**src/rtl/star_trig_skew.sv**
```systemverilog
// Star trigger fan-out: takes one system trigger and produces N_CH delayed, width-shaped pulses.
// Each channel's delay and width come from a shadow register that is copied into the active counters when a shot starts.
module star_trig_skew #(
    parameter int N_CH  = 17,
    parameter int DLY_W = 16,
    parameter int WID_W = 8
) (
    input  logic              I_clk,
    input  logic              I_Rst,
    input  logic              I_Trig_in,
    input  logic              I_cfg_wren,
    input  logic [4:0]        I_cfg_addr,
    input  logic [31:0]       I_cfg_data,
    output logic [N_CH-1:0]   O_star,
    output logic              O_busy,
    output logic              O_cfg_err,
    output logic [15:0]       O_trig_cnt,
    output logic [15:0]       O_drop_cnt
);

    typedef enum logic {S_IDLE, S_RUN} state_t;
    typedef enum logic [1:0] {PH_WAIT, PH_PULSE, PH_DONE} phase_t;

    localparam logic [5:0] N_CH6 = 6'(N_CH);

    state_t             state_q, state_d;
    logic               busy_q, busy_d;
    logic               t_d_q, t_d_d;
    logic               cfg_err_q, cfg_err_d;
    logic [15:0]        trig_cnt_q, trig_cnt_d;
    logic [15:0]        drop_cnt_q, drop_cnt_d;
    logic [N_CH-1:0]    star_q, star_d;
    logic [DLY_W-1:0]   shadow_dly_q [N_CH];
    logic [DLY_W-1:0]   shadow_dly_d [N_CH];
    logic [WID_W-1:0]   shadow_wid_q [N_CH];
    logic [WID_W-1:0]   shadow_wid_d [N_CH];
    logic [DLY_W-1:0]   dly_q [N_CH];
    logic [DLY_W-1:0]   dly_d [N_CH];
    logic [WID_W-1:0]   wid_q [N_CH];
    logic [WID_W-1:0]   wid_d [N_CH];
    phase_t             phase_q [N_CH];
    phase_t             phase_d [N_CH];

    logic               trig_edge;
    logic               addr_ok;
    logic               all_done;
    logic               cfg_data_unused;

    assign cfg_data_unused = ^I_cfg_data;

    always_comb begin
        t_d_d      = I_Trig_in;
        trig_edge  = I_Trig_in & ~t_d_q;
        addr_ok    = ({1'b0, I_cfg_addr} < N_CH6);
        cfg_err_d  = I_cfg_wren & ~addr_ok;
        state_d    = state_q;
        busy_d     = busy_q;
        trig_cnt_d = trig_cnt_q;
        drop_cnt_d = drop_cnt_q;
        star_d     = star_q;
        all_done   = 1'b1;
        for (int i = 0; i < N_CH; i++) begin
            shadow_dly_d[i] = shadow_dly_q[i];
            shadow_wid_d[i] = shadow_wid_q[i];
            dly_d[i]        = dly_q[i];
            wid_d[i]        = wid_q[i];
            phase_d[i]      = phase_q[i];
            if (I_cfg_wren && addr_ok && (I_cfg_addr == 5'(i))) begin
                shadow_dly_d[i] = I_cfg_data[DLY_W-1:0];
                shadow_wid_d[i] = I_cfg_data[16+WID_W-1:16];
            end
        end

        case (state_q)
            S_IDLE: begin
                if (trig_edge) begin
                    // The load cycle also counts as the first WAIT step, so delay 0 pulses on the very next output.
                    for (int i = 0; i < N_CH; i++) begin
                        wid_d[i] = shadow_wid_q[i];
                        if (shadow_wid_q[i] == '0) begin
                            phase_d[i] = PH_DONE;
                            star_d[i]  = 1'b0;
                        end else if (shadow_dly_q[i] == '0) begin
                            phase_d[i] = PH_PULSE;
                            star_d[i]  = 1'b1;
                        end else begin
                            phase_d[i] = PH_WAIT;
                            dly_d[i]   = shadow_dly_q[i] - DLY_W'(1);
                            star_d[i]  = 1'b0;
                        end
                    end
                    if (trig_cnt_q != 16'hFFFF) trig_cnt_d = trig_cnt_q + 16'd1;
                    state_d = S_RUN;
                    busy_d  = 1'b1;
                end
            end
            S_RUN: begin
                if (trig_edge && (drop_cnt_q != 16'hFFFF)) drop_cnt_d = drop_cnt_q + 16'd1;
                for (int i = 0; i < N_CH; i++) begin
                    case (phase_q[i])
                        PH_WAIT: begin
                            if (dly_q[i] == '0) begin
                                phase_d[i] = PH_PULSE;
                                star_d[i]  = 1'b1;
                            end else begin
                                dly_d[i] = dly_q[i] - DLY_W'(1);
                            end
                        end
                        PH_PULSE: begin
                            if (wid_q[i] == WID_W'(1)) begin
                                phase_d[i] = PH_DONE;
                                star_d[i]  = 1'b0;
                            end else begin
                                wid_d[i] = wid_q[i] - WID_W'(1);
                            end
                        end
                        default: star_d[i] = 1'b0;
                    endcase
                    if (phase_d[i] != PH_DONE) all_done = 1'b0;
                end
                // Busy drops on the same edge the last pulse ends, so an edge on the next clock re-arms.
                if (all_done) begin
                    state_d = S_IDLE;
                    busy_d  = 1'b0;
                end
            end
            default: begin
                state_d = S_IDLE;
                busy_d  = 1'b0;
            end
        endcase
    end

    always_ff @(posedge I_clk or posedge I_Rst) begin
        if (I_Rst) begin
            state_q    <= S_IDLE;
            busy_q     <= 1'b0;
            t_d_q      <= 1'b0;
            cfg_err_q  <= 1'b0;
            trig_cnt_q <= '0;
            drop_cnt_q <= '0;
            star_q     <= '0;
            for (int i = 0; i < N_CH; i++) begin
                shadow_dly_q[i] <= '0;
                shadow_wid_q[i] <= '0;
                dly_q[i]        <= '0;
                wid_q[i]        <= '0;
                phase_q[i]      <= PH_DONE;
            end
        end else begin
            state_q      <= state_d;
            busy_q       <= busy_d;
            t_d_q        <= t_d_d;
            cfg_err_q    <= cfg_err_d;
            trig_cnt_q   <= trig_cnt_d;
            drop_cnt_q   <= drop_cnt_d;
            star_q       <= star_d;
            shadow_dly_q <= shadow_dly_d;
            shadow_wid_q <= shadow_wid_d;
            dly_q        <= dly_d;
            wid_q        <= wid_d;
            phase_q      <= phase_d;
        end
    end

    assign O_star     = star_q;
    assign O_busy     = busy_q;
    assign O_cfg_err  = cfg_err_q;
    assign O_trig_cnt = trig_cnt_q;
    assign O_drop_cnt = drop_cnt_q;

endmodule

```
**config.mk**
```make
export PLATFORM = sky130hd
export DESIGN_NAME = star_trig_skew
export DESIGN_NICKNAME = d
export VERILOG_FILES = /design/src/rtl/star_trig_skew.sv
export SDC_FILE = /design/constraint.sdc
export NUM_CORES = 2
export LEC_CHECK = 0
export ABC_AREA = 1
export BUFFER_PORTS_ARGS = -buffer_cell sky130_fd_sc_hd__buf_2
export CORE_AREA = 2 2 292 294
export CTS_BUF_LIST = sky130_fd_sc_hd__clkbuf_4
export CTS_CLUSTER_DIAMETER = 50
export DETAILED_ROUTE_END_ITERATION = 12
export DIE_AREA = 0 0 294 296
export PLACE_DENSITY = 0.75
export SLEW_MARGIN = 25
export SYNTH_ARGS = -nofsm -noshare
export SYNTH_HDL_FRONTEND = slang
export SYNTH_SLANG_ARGS = --single-unit
```
**constraint.sdc**
```tcl
create_clock -name I_clk -period 34.5 [get_ports I_clk]
set_clock_uncertainty 0.05 [all_clocks]
set_input_delay 5.175 -clock I_clk [delete_from_list [all_inputs] [get_ports I_clk]]
set_output_delay 5.175 -clock I_clk [all_outputs]
set_load 0.1 [all_outputs]
```
==> reports/results.txt <==
number of global-route vias before repair - 40,900
CP arrival - 8820 ps
total wire length - 131 mm
quantity of gates resized following cts - 0
Syn Std Cell Area - 49,100 µm²
FP Rows - 107
TritonCTS buffer count - 233
CTS tree - done
period utilisation layout - 22.3%
Fin Setup TNS - 0 ps
Clock Latency Late Sink - 1190 ps
setup violators final - 0
Synth area leader - dfrtp_1
post-route ant nets - 0
clk buf depth - 3
ys async rst share - 100%
largest net degree at the start of global routing - 184
most common library cells after synthesis - nand2_1, o21ai_0, dfrtp_1
number of enable flip-flop cells after synthesis - 0
first-pass GRT wire length - 209 mm
grt ovf - 0
fin crit period - 7690 ps
status - finished, final reports clean
Slew Limit Headroom - 26.9%
ys flop type - dfrtp_1
Syn. warnings - 0
DR DRC count - 0
#FFs+latches synth - 903
DRT iter0 DRCs - 3,739
post-CTS setup buffers - 0
worst-path cell chain - buf_2 -> inv_8 -> buf_6 -> buf_4 -> buf_4 -> buf_6
synth-to-layout area growth - 8.27%
layout cells sized above 1 - 9.94%
count leader, synth - nand2_1
IO Count - 92
crit path launch type - input pin
Crit. End Element - async pin
clock sinks - 903
RSZ-0062 raised after global routing - no
Fmax - 130 MHz
critical path type - in -> async
drt pass-1 iters - 8
worst hold path type - reg -> reg
count of final max-slew check failures - 0
Fin. Hold Viols - 0
Final Non-Filler Cells - 7,921
Routed wire per std cell - 16.5 µm
worst-path fanout max - 112
DR vias/cell - 5.48
H-tree depth - 4
die area - 87,000 µm²
Crit path max-delay family - buffers and inverters
Least-Margin Pin Slew - 1090 ps
Leakage - 26.5 nW
Placed Cells - 7,483
initial core utilization - 58.3%
top cell type's share of synthesized area - 45.1%
total power - 4.32 mW
initial antenna violation count - 12
GP Congestion - 0.920
root cell of the clock tree - clkbuf_4
hpwl dp - 86.3 mm
Slowest cell on crit path - buf_4
Pwr Density - 81.2 nW/µm²
Peak VDD IR - 0.0000667 V
Netlist cell types - 53
Post-Syn Instances - 6,543
Core Region - 84,200 µm²
final hold slack - 432 ps
WP buf/inv - 6
Crit path required time - 35,630 ps
Die H - 296 µm
Total GRT Usage - 30.3%
die width - 294 µm
Syn Area/Cell - 7.51 µm²
port buffer count - 83
Synthesized Nets - 6,637
CP max stage delay - 820 ps
clock-pin slew of the registers on the worst-case setup and hold paths - 70 ps
final-stage net count - 6,725
max-cap violations - 0
largest cells by area after synthesis - dfrtp_1, nand2_1, o21ai_0, inv_1, nor2_1
total number of vias - 43,400
Hold Buf Count CTS - 0
post-synthesis sequential area ratio - 46.0%
[final cells by class]
| class | count | area (µm²) |
|---|---|---|
| Antenna cell | 13 | 32.5 |
| Tap cell | 1090 | 1360 |
| Sequential cell | 903 | 22600 |
| Clock inverter | 70 | 412 |
| Multi-Input combinational cell | 4589 | 22300 |
| Fill cell | 7456 | 31000 |
| Inverter | 762 | 2880 |
| Timing Repair Buffer | 142 | 955 |
| Clock buffer | 352 | 2640 |
[cell usage in the layout (no fill, tap or decap), types with 26 or more instances in the layout]
master	synthesis	layout
dfrtp_1	886	885
inv_1	749	745
o21ai_1	116	116
buf_2	65	83
nand3_1	234	233
nor4_1	50	50
xnor2_1	63	63
clkbuf_4	0	352
nand2_1	1613	1613
xor2_1	169	169
or2_2	26	26
ha_1	53	53
a21oi_1	149	149
o211ai_1	32	32
o21ai_0	982	982
clkinv_1	2	55
nor3_1	62	59
nor2_2	43	46
o21ai_2	32	32
nand4_1	94	94
nor2_1	719	708
buf_4	14	51
[metal layers]
layer / GRT usage, % / up-vias / share of wire [%]
met5: 0 / - / 0.019
met4: 15.0 / 4 / 4.3
li1: - / 21400 / -
met2: 48.1 / 1296 / 45
met3: 5.42 / 315 / 7.1
met1: 40.2 / 20400 / 43
[state kept, by name (all words and copies together), names as in the netlist, 16 cells and up]
name	count
dly_q	272
phase_q	34
shadow_wid_q	136
shadow_dly_q	272
O_trig_cnt	16
O_star	17
wid_q	136
O_drop_cnt	16
[cells by family after synthesis]
logic type	synth area share, %
flip-flops	46.0
AND/OR/NAND/NOR	24.2
adder cells (fa/ha/maj)	1.35
multiplexers	0.122
XOR/XNOR	4.14
buffers and inverters	8.77
AO/OA/AOI/OAI	15.4
[worst paths after layout]
path                                     endpoint       from  depth (start not counted)  slack (ps)
worst max-delay path            shadow_dly_q[252]      I_Rst                          6       26810
worst min-delay path                    dly_q[29]  dly_q[29]                          2         430
worst max register to register         wid_q[126]    state_q                          8       30680
worst min register to register          dly_q[29]  dly_q[29]                          2         430
max in group I_clk                      O_star[0]  O_star[0]                          1       27100
min in group asynchronous              dly_q[168]      I_Rst                          2        4090
[report_power, final]
group	switching [mW]	total, mW	internal [mW]
sequential	0.232	1.64	1.40
clock	0.456	0.950	0.494
combinational	1.16	1.74	0.576
[worst min-delay path: stages, from the launching register on]
cell     delay [ps]
dfrtp_1         350
nand2_1          50
nand2_1          50
[per-stage QoR]
step	setup slack, ps	cell area, µm²	util (%)
floorplan	3920	49100	-
global placement	24840	50000	59.4
detailed placement	24800	50000	59.4
CTS	26020	53100	63.0
global route	26160	53200	63.1
finish	26810	53200	63.2
(Power assumes the default switching activity.)
